[config.mk]
export PLATFORM = sky130hd
export DESIGN_NAME = fifo
export DESIGN_NICKNAME = d
export VERILOG_FILES = /design/src/rtl/fifo_pkg.sv /design/src/rtl/fifo_mem.sv /design/src/rtl/fifo.sv
export SDC_FILE = /design/constraint.sdc
export NUM_CORES = 1
export LEC_CHECK = 0
export ABC_AREA = 0
export CORE_MARGIN = 10
export CORE_UTILIZATION = 51
export DETAILED_ROUTE_END_ITERATION = 10
export MAX_ROUTING_LAYER = met4
export PLACE_DENSITY_LB_ADDON = 0.25
export SYNTH_ARGS = -nofsm -noshare
export SYNTH_HDL_FRONTEND = slang
export SYNTH_SLANG_ARGS = --single-unit
[constraint.sdc]
create_clock -name clk -period 9 [get_ports clk]
set_clock_uncertainty 0.05 [all_clocks]
set_input_delay 1.8 -clock clk [delete_from_list [all_inputs] [get_ports clk]]
set_output_delay 1.8 -clock clk [all_outputs]
set_load 0.005 [all_outputs]
[src/rtl/fifo_pkg.sv]
// Shared defaults and pointer-sizing helper for the single-clock FIFO.
package fifo_pkg;

    localparam int DEFAULT_WIDTH  = 16;
    localparam int DEFAULT_LENGTH = 8;

    // One extra pointer bit distinguishes a full buffer from an empty one.
    function automatic int ptr_width(input int length);
        return $clog2(length) + 1;
    endfunction

endpackage

[src/rtl/fifo_mem.sv]
// LENGTH x WIDTH register array with one synchronous write port and a
// registered read port that holds its value between accepted reads.
module fifo_mem
    import fifo_pkg::*;
#(
    parameter int WIDTH  = DEFAULT_WIDTH,
    parameter int LENGTH = DEFAULT_LENGTH,
    parameter int ADDR_W = $clog2(LENGTH)
) (
    input  logic              clk,
    input  logic              reset_n,
    input  logic              write_en,
    input  logic [ADDR_W-1:0] write_addr,
    input  logic [WIDTH-1:0]  write_data,
    input  logic              read_en,
    input  logic [ADDR_W-1:0] read_addr,
    output logic [WIDTH-1:0]  read_data
);

    logic [WIDTH-1:0] mem [LENGTH];

    // Storage is never cleared; the pointers alone decide what is valid.
    always_ff @(posedge clk) begin
        if (write_en) begin
            mem[write_addr] <= write_data;
        end
    end

    // Reading the same slot that is being written returns the old word.
    always_ff @(posedge clk or negedge reset_n) begin
        if (!reset_n) begin
            read_data <= '0;
        end else if (read_en) begin
            read_data <= mem[read_addr];
        end
    end

endmodule

[src/rtl/fifo.sv]
// Synchronous single-clock FIFO: pointer bookkeeping, accept logic and
// full/empty decode around a fifo_mem storage array.
module fifo
    import fifo_pkg::*;
#(
    parameter int WIDTH  = DEFAULT_WIDTH,
    parameter int LENGTH = DEFAULT_LENGTH
) (
    input  logic             clk,
    input  logic             reset_n,
    input  logic             write_en,
    input  logic             read_en,
    input  logic [WIDTH-1:0] data_in,
    output logic             full,
    output logic             empty,
    output logic [WIDTH-1:0] data_out
);

    localparam int ADDR_W = $clog2(LENGTH);
    localparam int PTR_W  = ptr_width(LENGTH);

    logic [PTR_W-1:0] wr_ptr;
    logic [PTR_W-1:0] rd_ptr;
    logic             read_ok;
    logic             write_ok;

    // Flags come straight from the pointer registers; the wrap bit separates full from empty.
    always_comb begin
        empty    = (wr_ptr == rd_ptr);
        full     = (wr_ptr[PTR_W-1] != rd_ptr[PTR_W-1]) &&
                   (wr_ptr[ADDR_W-1:0] == rd_ptr[ADDR_W-1:0]);
        read_ok  = read_en && !empty;
        write_ok = write_en && (!full || read_ok);
    end

    always_ff @(posedge clk or negedge reset_n) begin
        if (!reset_n) begin
            wr_ptr <= '0;
            rd_ptr <= '0;
        end else begin
            if (write_ok) begin
                wr_ptr <= wr_ptr + 1'b1;
            end
            if (read_ok) begin
                rd_ptr <= rd_ptr + 1'b1;
            end
        end
    end

    fifo_mem #(
        .WIDTH  (WIDTH),
        .LENGTH (LENGTH),
        .ADDR_W (ADDR_W)
    ) u_mem (
        .clk        (clk),
        .reset_n    (reset_n),
        .write_en   (write_ok),
        .write_addr (wr_ptr[ADDR_W-1:0]),
        .write_data (data_in),
        .read_en    (read_ok),
        .read_addr  (rd_ptr[ADDR_W-1:0]),
        .read_data  (data_out)
    );

endmodule

==> results of run 1 <==
[layout by cell type, fill, tap and decap left out, types with 5 or more instances in the layout]
cell / synthesis / routed
nand2_1: 18 / 18
dfrtp_1: 24 / 23
buf_4: 0 / 12
clkbuf_16: 0 / 17
mux4_2: 32 / 32
clkdlybuf4s50_1: 0 / 37
o21ai_1: 17 / 17
edfxtp_1: 128 / 128
mux2i_1: 16 / 16
nor2_1: 5 / 5
[cells in the mapped netlist (all sizes together)]
master,n
edfxtp,128
mux4,32
dfrtp,24
nand2,18
o21ai,18
buf,16
mux2i,16
xnor2,8
nor2,6
inv,4
nor3,4
xor2,3
ha,2
mux2,2
nand2b,2
nand3,2
a41o,1
clkbuf,1
nand4,1
nor4,1
o211ai,1
o21bai,1
[cells by family (layout without fill, tap and decap cells)]
kind of cell	count (synthesis)	after routing	synth area share [%]
multiplexers	50	50	15.3
adder cells (fa/ha/maj)	2	2	0.421
AND/OR/NAND/NOR	34	34	2.59
XOR/XNOR	11	11	2.13
AO/OA/AOI/OAI	21	21	2.13
flip-flops	152	152	74.9
buffers and inverters	21	85	2.53
[worst max-delay path, delay by kind of cell, from the launching register on]
kind | cells | cell delay (ps)
DFF | 1 | 320
xor gates and xnor gates | 1 | 200
and+or+nand+nor | 1 | 200
buffers and inverters | 3 | 1040
[metal layers]
metal / GRT usage [%] / share of wire, % / wire, microns / vias to the layer above
met4: 5.23 / 1.4 / 149 / 0
met2: 22.1 / 51 / 5450 / 57
met3: 4.30 / 4.1 / 441 / 18
met5: - / 0 / 0 / -
met1: 18.4 / 44 / 4680 / 1426
li1: - / - / - / 1254
[report_power, final]
part / leakage (uW) / switching, uW / internal, uW
combinational: 0.000717 / 332 / 348
sequential: 0.00145 / 69.6 / 914
clock: 0.000299 / 256 / 476
[worst max path at each step]
stage                           from                         end  slack [ps]
2_1_floorplan                read_en   u_mem.mem[0][0]$_DFFE_PP_        5070
3_5_place_dp                write_en  u_mem.mem[7][12]$_DFFE_PP_        5300
5_1_grt        rd_ptr[1]$_DFFE_PN0P_                        full        4770
4_1_cts        rd_ptr[1]$_DFFE_PN0P_                        full        4920
3_3_place_gp                write_en   u_mem.mem[7][1]$_DFFE_PP_        5310
6_report       rd_ptr[1]$_DFFE_PN0P_                        full        4960
[through the flow]
stage / std cells / utilization [%] / instance area [sq um] / worst slack [ps] / hold slack (ps)
after floorplan: 291 / - / 5940 / 5070 / 427
after global placement: 466 / 56.7 / 6470 / 5310 / 416
after detailed placement: 466 / 56.7 / 6470 / 5300 / 425
after CTS: 498 / 62.0 / 7080 / 4920 / 438
after global routing: 498 / 62.0 / 7080 / 4770 / 456
final: 498 / 62.0 / 7080 / 4960 / 435
[flip-flops by register name, indices dropped and copies added, names as in the netlist]
register and flops:
u_mem.mem 128, u_mem.read_data 16, rd_ptr 4, wr_ptr 4
[final cells by class]
cell class / instances / area (sq um) / share of cell area [%]
flip-flops and latches: 152 / 4450 / 62.8
multi-input cells: 118 / 1370 / 19.3
clock buffers: 23 / 468 / 6.61
repair buffers: 49 / 460 / 6.50
well taps: 143 / 179 / 2.53
clock inverters: 9 / 146 / 2.07
inverters: 4 / 15.0 / 0.212
==> flow_metrics.tcl, run 1 <==
set metrics [dict create \
    yosysWarnings 0 \
    worstSetupPathType "flop to output port" \
    powerDensity_nw_per_um2 338 \
    tns_ps 0 \
    dr.first_iter.drc_count 181 \
    crit_required_ps 7150 \
    r2r-end "rd_ptr[1]$_DFFE_PN0P_" \
    ys_top_cells_by_area "edfxtp_1 (65%), mux4_2 (12%), dfrtp_1 (10%)" \
    ff2ff_path_depth 5 \
    fmax_ghz 0.247 \
    drive_gt1_share_pct 24.2 \
    routabilityCongestion 0.707 \
    worstPathCellList "buf_4 > xnor2_2 > nand4_2 > inv_1 > clkdlybuf4s50_1" \
    num_antenna_cells 0 \
    cp-end-kind "output port" \
    hold_start "u_mem.read_data[7]$_DFFE_PN0P_" \
    ctsResizeCount 0 \
    status "complete, no violations" \
    antenna_found_initial 0 \
    r2r-start "rd_ptr[1]$_DFFE_PN0P_" \
    setup_viol 0 \
    slew_violations 0 \
    rsz0062_at_grt "false" \
    synthCells 291 \
    peakVddDrop_mv 0.231 \
    fp.dieH_microns 128 \
    track_usage_pct 14.6 \
    drt_first_pass_iters 4 \
    wl_microns 10700 \
    htree_levels 4 \
    worstPathArrival_ps 2190 \
    period_needed_ps 4040 \
    worst_pin_slew_ps 740 \
    fin_crit_sh_pct 44.9 \
    grt_pass1_wl_microns 17300 \
    clkSinkCount 152 \
    cts_tree "yes" \
    core_area_sq_um 11400 \
    maxCapViolCount 0 \
    clkTransAtPathRegs_ps 60 \
    area_growth_pct 19.3 \
    postCtsSetupBuffers 0 \
    syn_area_sq_um 5940 \
    fillers 826 \
    whs_endpoint "u_mem.read_data[7]$_DFFE_PN0P_" \
    io_buffers 37 \
    overflow 0 \
    top_level_ports 38 \
    slew_headroom_pct 50.6 \
    synth_top_cell_by_area "edfxtp_1" \
    detailed_place_hpwl_microns 5910 \
    cp_slowest_cell "clkdlybuf4s50_1" \
    syn_nets 313 \
    critPathMaxStageDelay_ps 500 \
    placementRows 39 \
    drc 0 \
    fp.dieArea_sq_um 16400 \
    cp_max_fo 36 \
    synth_area_per_cell_sq_um 20.4 \
    clk_latency_ps 420 \
    finish.net_count 364 \
    regToRegSetupSlack_ps 6730 \
    routed_via_density 5.53 \
    synth.top_cell.area_share_pct 64.7 \
    clk_root_buffer_cell "clkbuf_16" \
    cts-buffers-inserted 17 \
    die_w_microns 128 \
    power_uw 2400 \
    ant_nets 0 \
    hold_viol_final 0 \
    wire_per_inst_microns 21.5 \
    min_path_type "flop to flop" \
    grt_pass1_vias 2928 \
    ctsHoldBuffers 0 \
    synth_seq_cells 152 \
    start_util_pct 52.0 \
    clockBufferDepth 2 \
    via_count 2755 \
    ys_types 26 \
    synth-seq-area-share_pct 74.9 \
    leakagePower_uw 0.00247 \
    cp-start-kind "flop" \
    grt_start_max_net_pins 37 \
    holdPathStages 2 \
]
(Power assumes the default switching activity.)
==> run 2: changes to the inputs <==
==> constraint.sdc (replaced) <==
create_clock -name clk -period 4 [get_ports clk]
set_clock_uncertainty 0.05 [all_clocks]
set_input_delay 0.8 -clock clk [delete_from_list [all_inputs] [get_ports clk]]
set_output_delay 0.8 -clock clk [all_outputs]
set_load 0.005 [all_outputs]
==> flow_metrics.tcl, run 2 (synthesis results as in run 1) <==
set metrics [dict create \
    slew_violations 0 \
    regMostFlops "u_mem.mem" \
    power.switching_uw 1470 \
    cp-end-kind "output port" \
    finish.net_count 364 \
    largest_reg_flops 128 \
    clk_latency_ps 400 \
    cp-start-kind "flop" \
    layout.cells.non_filler 498 \
    peakVddDrop_mv 0.570 \
    cell_internal_pwr_uw 3870 \
    area_growth_pct 19.0 \
    slew_headroom_pct 46.2 \
    worst_pin_slew_ps 806 \
    core_area_sq_um 11400 \
    ant_nets 0 \
    worstPathArrival_ps 2100 \
    drt_first_pass_iters 4 \
    status "complete, no violations" \
    largest_registers "u_mem.mem: 128 flops, u_mem.read_data: 16 flops" \
    period_needed_ps 2950 \
    postCtsSetupBuffers 0 \
    setup_viol 0 \
    tns_ps 0 \
    dr.first_iter.drc_count 201 \
    fmax_ghz 0.339 \
    seq_area_sq_um 4450 \
    comb_power_share_pct 28.7 \
    clkSinkCount 152 \
    crit_required_ps 3150 \
    fp.dieH_microns 128 \
    placed_cell_area_sq_um 6470 \
    layout_common_cells "edfxtp_1 (128), clkdlybuf4s50_1 (37), mux4_2 (32), dfrtp_1 (23), nand2_1 (18)" \
    cts_tree "yes" \
    routed_via_density 5.51 \
    worstSetupPathType "flop to output port" \
    fillers 827 \
    grt_pass1_vias 2991 \
    p_sw_share_pct 27.5 \
    design_area_sq_um 7060 \
    clk_root_buffer_cell "clkbuf_16" \
    multi_input_area_sq_um 1370 \
    routabilityCongestion 0.742 \
    via_count 2744 \
    wl_microns 10700 \
    wire_per_inst_microns 21.4 \
    detailed_place_hpwl_microns 6110 \
    start_util_pct 52.0 \
    cts-buffers-inserted 17 \
    ctsResizeCount 0 \
    power_uw 5340 \
    hold_viol_final 0 \
    maxCapViolCount 0 \
    clkTransAtPathRegs_ps 60 \
    p_clk_share_pct 30.0 \
    track_usage_pct 14.4 \
    min_path_type "flop to flop" \
    antenna_found_initial 0 \
    grt_pass1_wl_microns 17100 \
    clockBufferDepth 2 \
    placementRows 39 \
    fp.dieArea_sq_um 16400 \
    seqPwrFrac_pct 41.3 \
    rsz0062_at_grt "false" \
    htree_levels 4 \
    drive_gt1_share_pct 23.7 \
    die_w_microns 128 \
    drc 0 \
    fin_crit_sh_pct 73.7 \
    ctsHoldBuffers 0 \
    top_level_ports 38 \
    place_inst 466 \
    grt_start_max_net_pins 37 \
    overflow 0 \
    layout_commonest_cell "edfxtp_1" \
    leakagePower_uw 0.00245 \
    num_antenna_cells 0 \
    io_buffers 37 \
    powerDensity_nw_per_um2 756 \
    cp_max_fo 19 \
]
-- run 2: path summary, 6_finish.rpt --
kind                            cells past startpoint  slack [ps]                      startpoint                         endpoint
worst max-delay path                                5        1050           rd_ptr[2]$_DFFE_PN0P_                             full
worst min-delay path                                2         430  u_mem.read_data[2]$_DFFE_PN0P_   u_mem.read_data[2]$_DFFE_PN0P_
worst max register to register                      5        1820           rd_ptr[2]$_DFFE_PN0P_        u_mem.mem[7][5]$_DFFE_PP_
worst min register to register                      2         430  u_mem.read_data[2]$_DFFE_PN0P_   u_mem.read_data[2]$_DFFE_PN0P_
max in group asynchronous                           2        2890                         reset_n            rd_ptr[0]$_DFFE_PN0P_
min in group asynchronous                           2         720                         reset_n  u_mem.read_data[12]$_DFFE_PN0P_
-- run 2: layout make-up --
cell class / count / area share, %
well taps: 143 / 2.53
clock inverters: 11 / 2.18
inverters: 4 / 0.213
flip-flops and latches: 152 / 62.9
clock buffers: 21 / 6.24
multi-input cells: 118 / 19.4
repair buffers: 49 / 6.52
-- run 2: routing by layer --
layer  part of all wire, %  global-route usage (%)
met1                    44                    17.6
met3                   3.5                    4.38
met5                     0                       -
met2                    52                    22.5
met4                  0.82                    4.57
-- run 2: power groups by stage --
stage	sequential (uW)	clock, uW	combinational [uW]
6_report	2210	1600	1530
3_3_place_gp	2220	0	1550
4_1_cts	2210	1630	1580
2_1_floorplan	2180	0	1150
3_5_place_dp	2240	0	1570
5_1_grt	2240	1710	1680
-- run 2: critical path: stages (launching register included) --
cell and delay (ps):
dfrtp_1 320, buf_4 360, xnor2_2 190, nand4_2 220, inv_1 100, clkdlybuf4s50_1 500
-- run 2: metrics by stage --
step / hold WS, ps / worst slack (ps) / utilization [%]
2_1_floorplan: 427 / 1030 / -
3_3_place_gp: 416 / 1300 / 56.7
3_5_place_dp: 426 / 1270 / 56.7
4_1_cts: 438 / 1010 / 61.9
5_1_grt: 462 / 906 / 61.9
6_report: 433 / 1050 / 61.9
==> run 3: changes to the inputs <==
==> constraint.sdc (replaced) <==
create_clock -name clk -period 2.6 [get_ports clk]
set_clock_uncertainty 0.05 [all_clocks]
set_input_delay 0.52 -clock clk [delete_from_list [all_inputs] [get_ports clk]]
set_output_delay 0.52 -clock clk [all_outputs]
set_load 0.005 [all_outputs]
==> flow_metrics.tcl, run 3 (synthesis results as in run 1) <==
set metrics [dict create \
    status "complete, no violations" \
    layout.cells.non_filler 503 \
    largest_reg_flops 128 \
    num_antenna_cells 0 \
    power.switching_uw 2340 \
    gr-usage-met2_pct 22.1 \
    maxCapViolCount 0 \
    seqPwrFrac_pct 40.6 \
    fmax_ghz 0.400 \
    drive_gt1_share_pct 26.9 \
    whs_endpoint "u_mem.read_data[4]$_DFFE_PN0P_" \
    path_delay_family "buffers and inverters" \
    multi_input_area_sq_um 1410 \
    clk_root_buffer_cell "clkbuf_16" \
    routabilityCongestion 0.725 \
    clk_latency_ps 410 \
    met3_usage_pct 4.01 \
    wire_per_inst_microns 20.8 \
    peakVddDrop_mv 0.667 \
    p_clk_share_pct 30.8 \
    overflow 0 \
    ant_nets 0 \
    seq_area_sq_um 4450 \
    fillers 788 \
    slew_headroom_pct 53.9 \
    hold_viol_final 0 \
    drt_first_pass_iters 5 \
    core_area_sq_um 11400 \
    antenna_found_initial 0 \
    design_area_sq_um 7180 \
    layout_common_cells "edfxtp_1 (128), clkdlybuf4s50_1 (37), mux4_2 (32), dfrtp_1 (20), nand2_1 (18)" \
    grtUsageMet1_pct 16.9 \
    finish.net_count 369 \
    slew_violations 0 \
    via_count 2762 \
    top_usage_layer "met2" \
    fp.dieArea_sq_um 16400 \
    routed_via_density 5.49 \
    critPathMaxStageDelay_ps 500 \
    regToRegSetupSlack_ps 550 \
    p_sw_share_pct 27.7 \
    cp-end-kind "output port" \
    detailed_place_hpwl_microns 6290 \
    cts_tree "yes" \
    worst_pin_slew_ps 691 \
    grt_pass1_wl_microns 16600 \
    whs_ps 432 \
    track_usage_pct 14.0 \
    top_level_ports 38 \
    fp.dieH_microns 128 \
    comb_power_share_pct 28.5 \
    cts-buffers-inserted 17 \
    largest_registers "u_mem.mem: 128 flops, u_mem.read_data: 16 flops" \
    grt_pass1_vias 2977 \
    htree_levels 4 \
    clockBufferDepth 2 \
    worstPathArrival_ps 1930 \
    clkSinkCount 152 \
    cell_internal_pwr_uw 6120 \
    powerDensity_nw_per_um2 1180 \
    place_inst 471 \
    worstSetupPathType "flop to output port" \
    placed_cell_area_sq_um 6520 \
    tns_ps 0 \
    worstPathCellList "xnor2_2 > nand4_4 > inv_1 > clkdlybuf4s50_1" \
    placementRows 39 \
    clkTransAtPathRegs_ps 60 \
    period_needed_ps 2500 \
    area_growth_pct 21.0 \
    r2r-start "rd_ptr[0]$_DFFE_PN0P_" \
    regMostFlops "u_mem.mem" \
    die_w_microns 128 \
    fin_crit_sh_pct 96.1 \
    grt_start_max_net_pins 36 \
    io_buffers 37 \
    drc 0 \
    cp_slowest_cell "clkdlybuf4s50_1" \
    holdPathStages 2 \
    cp-start-kind "flop" \
    wl_microns 10400 \
    layout_commonest_cell "edfxtp_1" \
    setup_viol 0 \
    start_util_pct 52.0 \
    crit_required_ps 2030 \
    crit_buf_inv 2 \
    min_path_type "flop to flop" \
    r2r-end "u_mem.read_data[15]$_DFFE_PN0P_" \
    ff2ff_path_depth 4 \
    hold_start "u_mem.read_data[4]$_DFFE_PN0P_" \
    cp_max_fo 8 \
    leakagePower_uw 0.00249 \
    dr.first_iter.drc_count 197 \
]
==> run 3: how the worst max path moves through the flow <==
| stage | from | to | depth (start not counted) |
|---|---|---|---|
| after detailed placement | write_en | u_mem.mem[6][12]$_DFFE_PP_ | 5 |
| after CTS | wr_ptr[2]$_DFFE_PN0P_ | full | 4 |
| after floorplan | wr_ptr[0]$_DFFE_PN0P_ | u_mem.mem[1][0]$_DFFE_PP_ | 5 |
| final | wr_ptr[0]$_DFFE_PN0P_ | full | 4 |
| after global routing | wr_ptr[0]$_DFFE_PN0P_ | full | 4 |
| after global placement | write_en | u_mem.mem[6][12]$_DFFE_PP_ | 5 |
==> run 3: worst register-to-register path, stage by stage, from the launching register on <==
cell     delay (ps)
dfrtp_2         380
buf_4           560
mux4_2          620
mux2i_1         230
o21ai_1          90
==> run 3: layout make-up <==
| class | instances | area share (%) |
|---|---|---|
| Clock inverter | 13 | 2.82 |
| Sequential cell | 152 | 62.0 |
| Tap cell | 143 | 2.49 |
| Inverter | 4 | 0.209 |
| Clock buffer | 19 | 6.03 |
| Timing Repair Buffer | 54 | 6.93 |
| Multi-Input combinational cell | 118 | 19.6 |
==> run 3: power by group through the flow <==
stage | Combinational [uW] | Sequential, uW | Clock, uW
after floorplan | 1770 | 3350 | 0
after global placement | 2370 | 3440 | 0
after detailed placement | 2410 | 3460 | 0
after CTS | 2430 | 3430 | 2660
after global routing | 2640 | 3490 | 2760
final | 2410 | 3440 | 2610
==> run 3: metrics by stage <==
| stage | worst slack (ps) | power, uW | utilization [%] |
|---|---|---|---|
| 3_3_place_gp | 383 | 5820 | 57.1 |
| 6_report | 101 | 8460 | 62.9 |
| 4_1_cts | 2.84 | 8510 | 62.6 |
| 2_1_floorplan | 46.4 | 5120 | - |
| 5_1_grt | -11.6 | 8890 | 62.9 |
| 3_5_place_dp | 398 | 5870 | 57.1 |
==> run 3: routing by layer <==
metal | up-vias | part of all wire [%] | wire (microns)
met4 | 0 | 0.83 | 87
met2 | 70 | 53 | 5560
met5 | - | 0 | 0
li1 | 1265 | - | -
met1 | 1420 | 41 | 4320
met3 | 7 | 4.6 | 477
==> run 3: repair_timing <==
action | CTS | global route
gates resized for setup | 2 | 4
hold buffers | 0 | 0
setup buffers | 0 | 0
setup endpoints to repair | 1 | 1
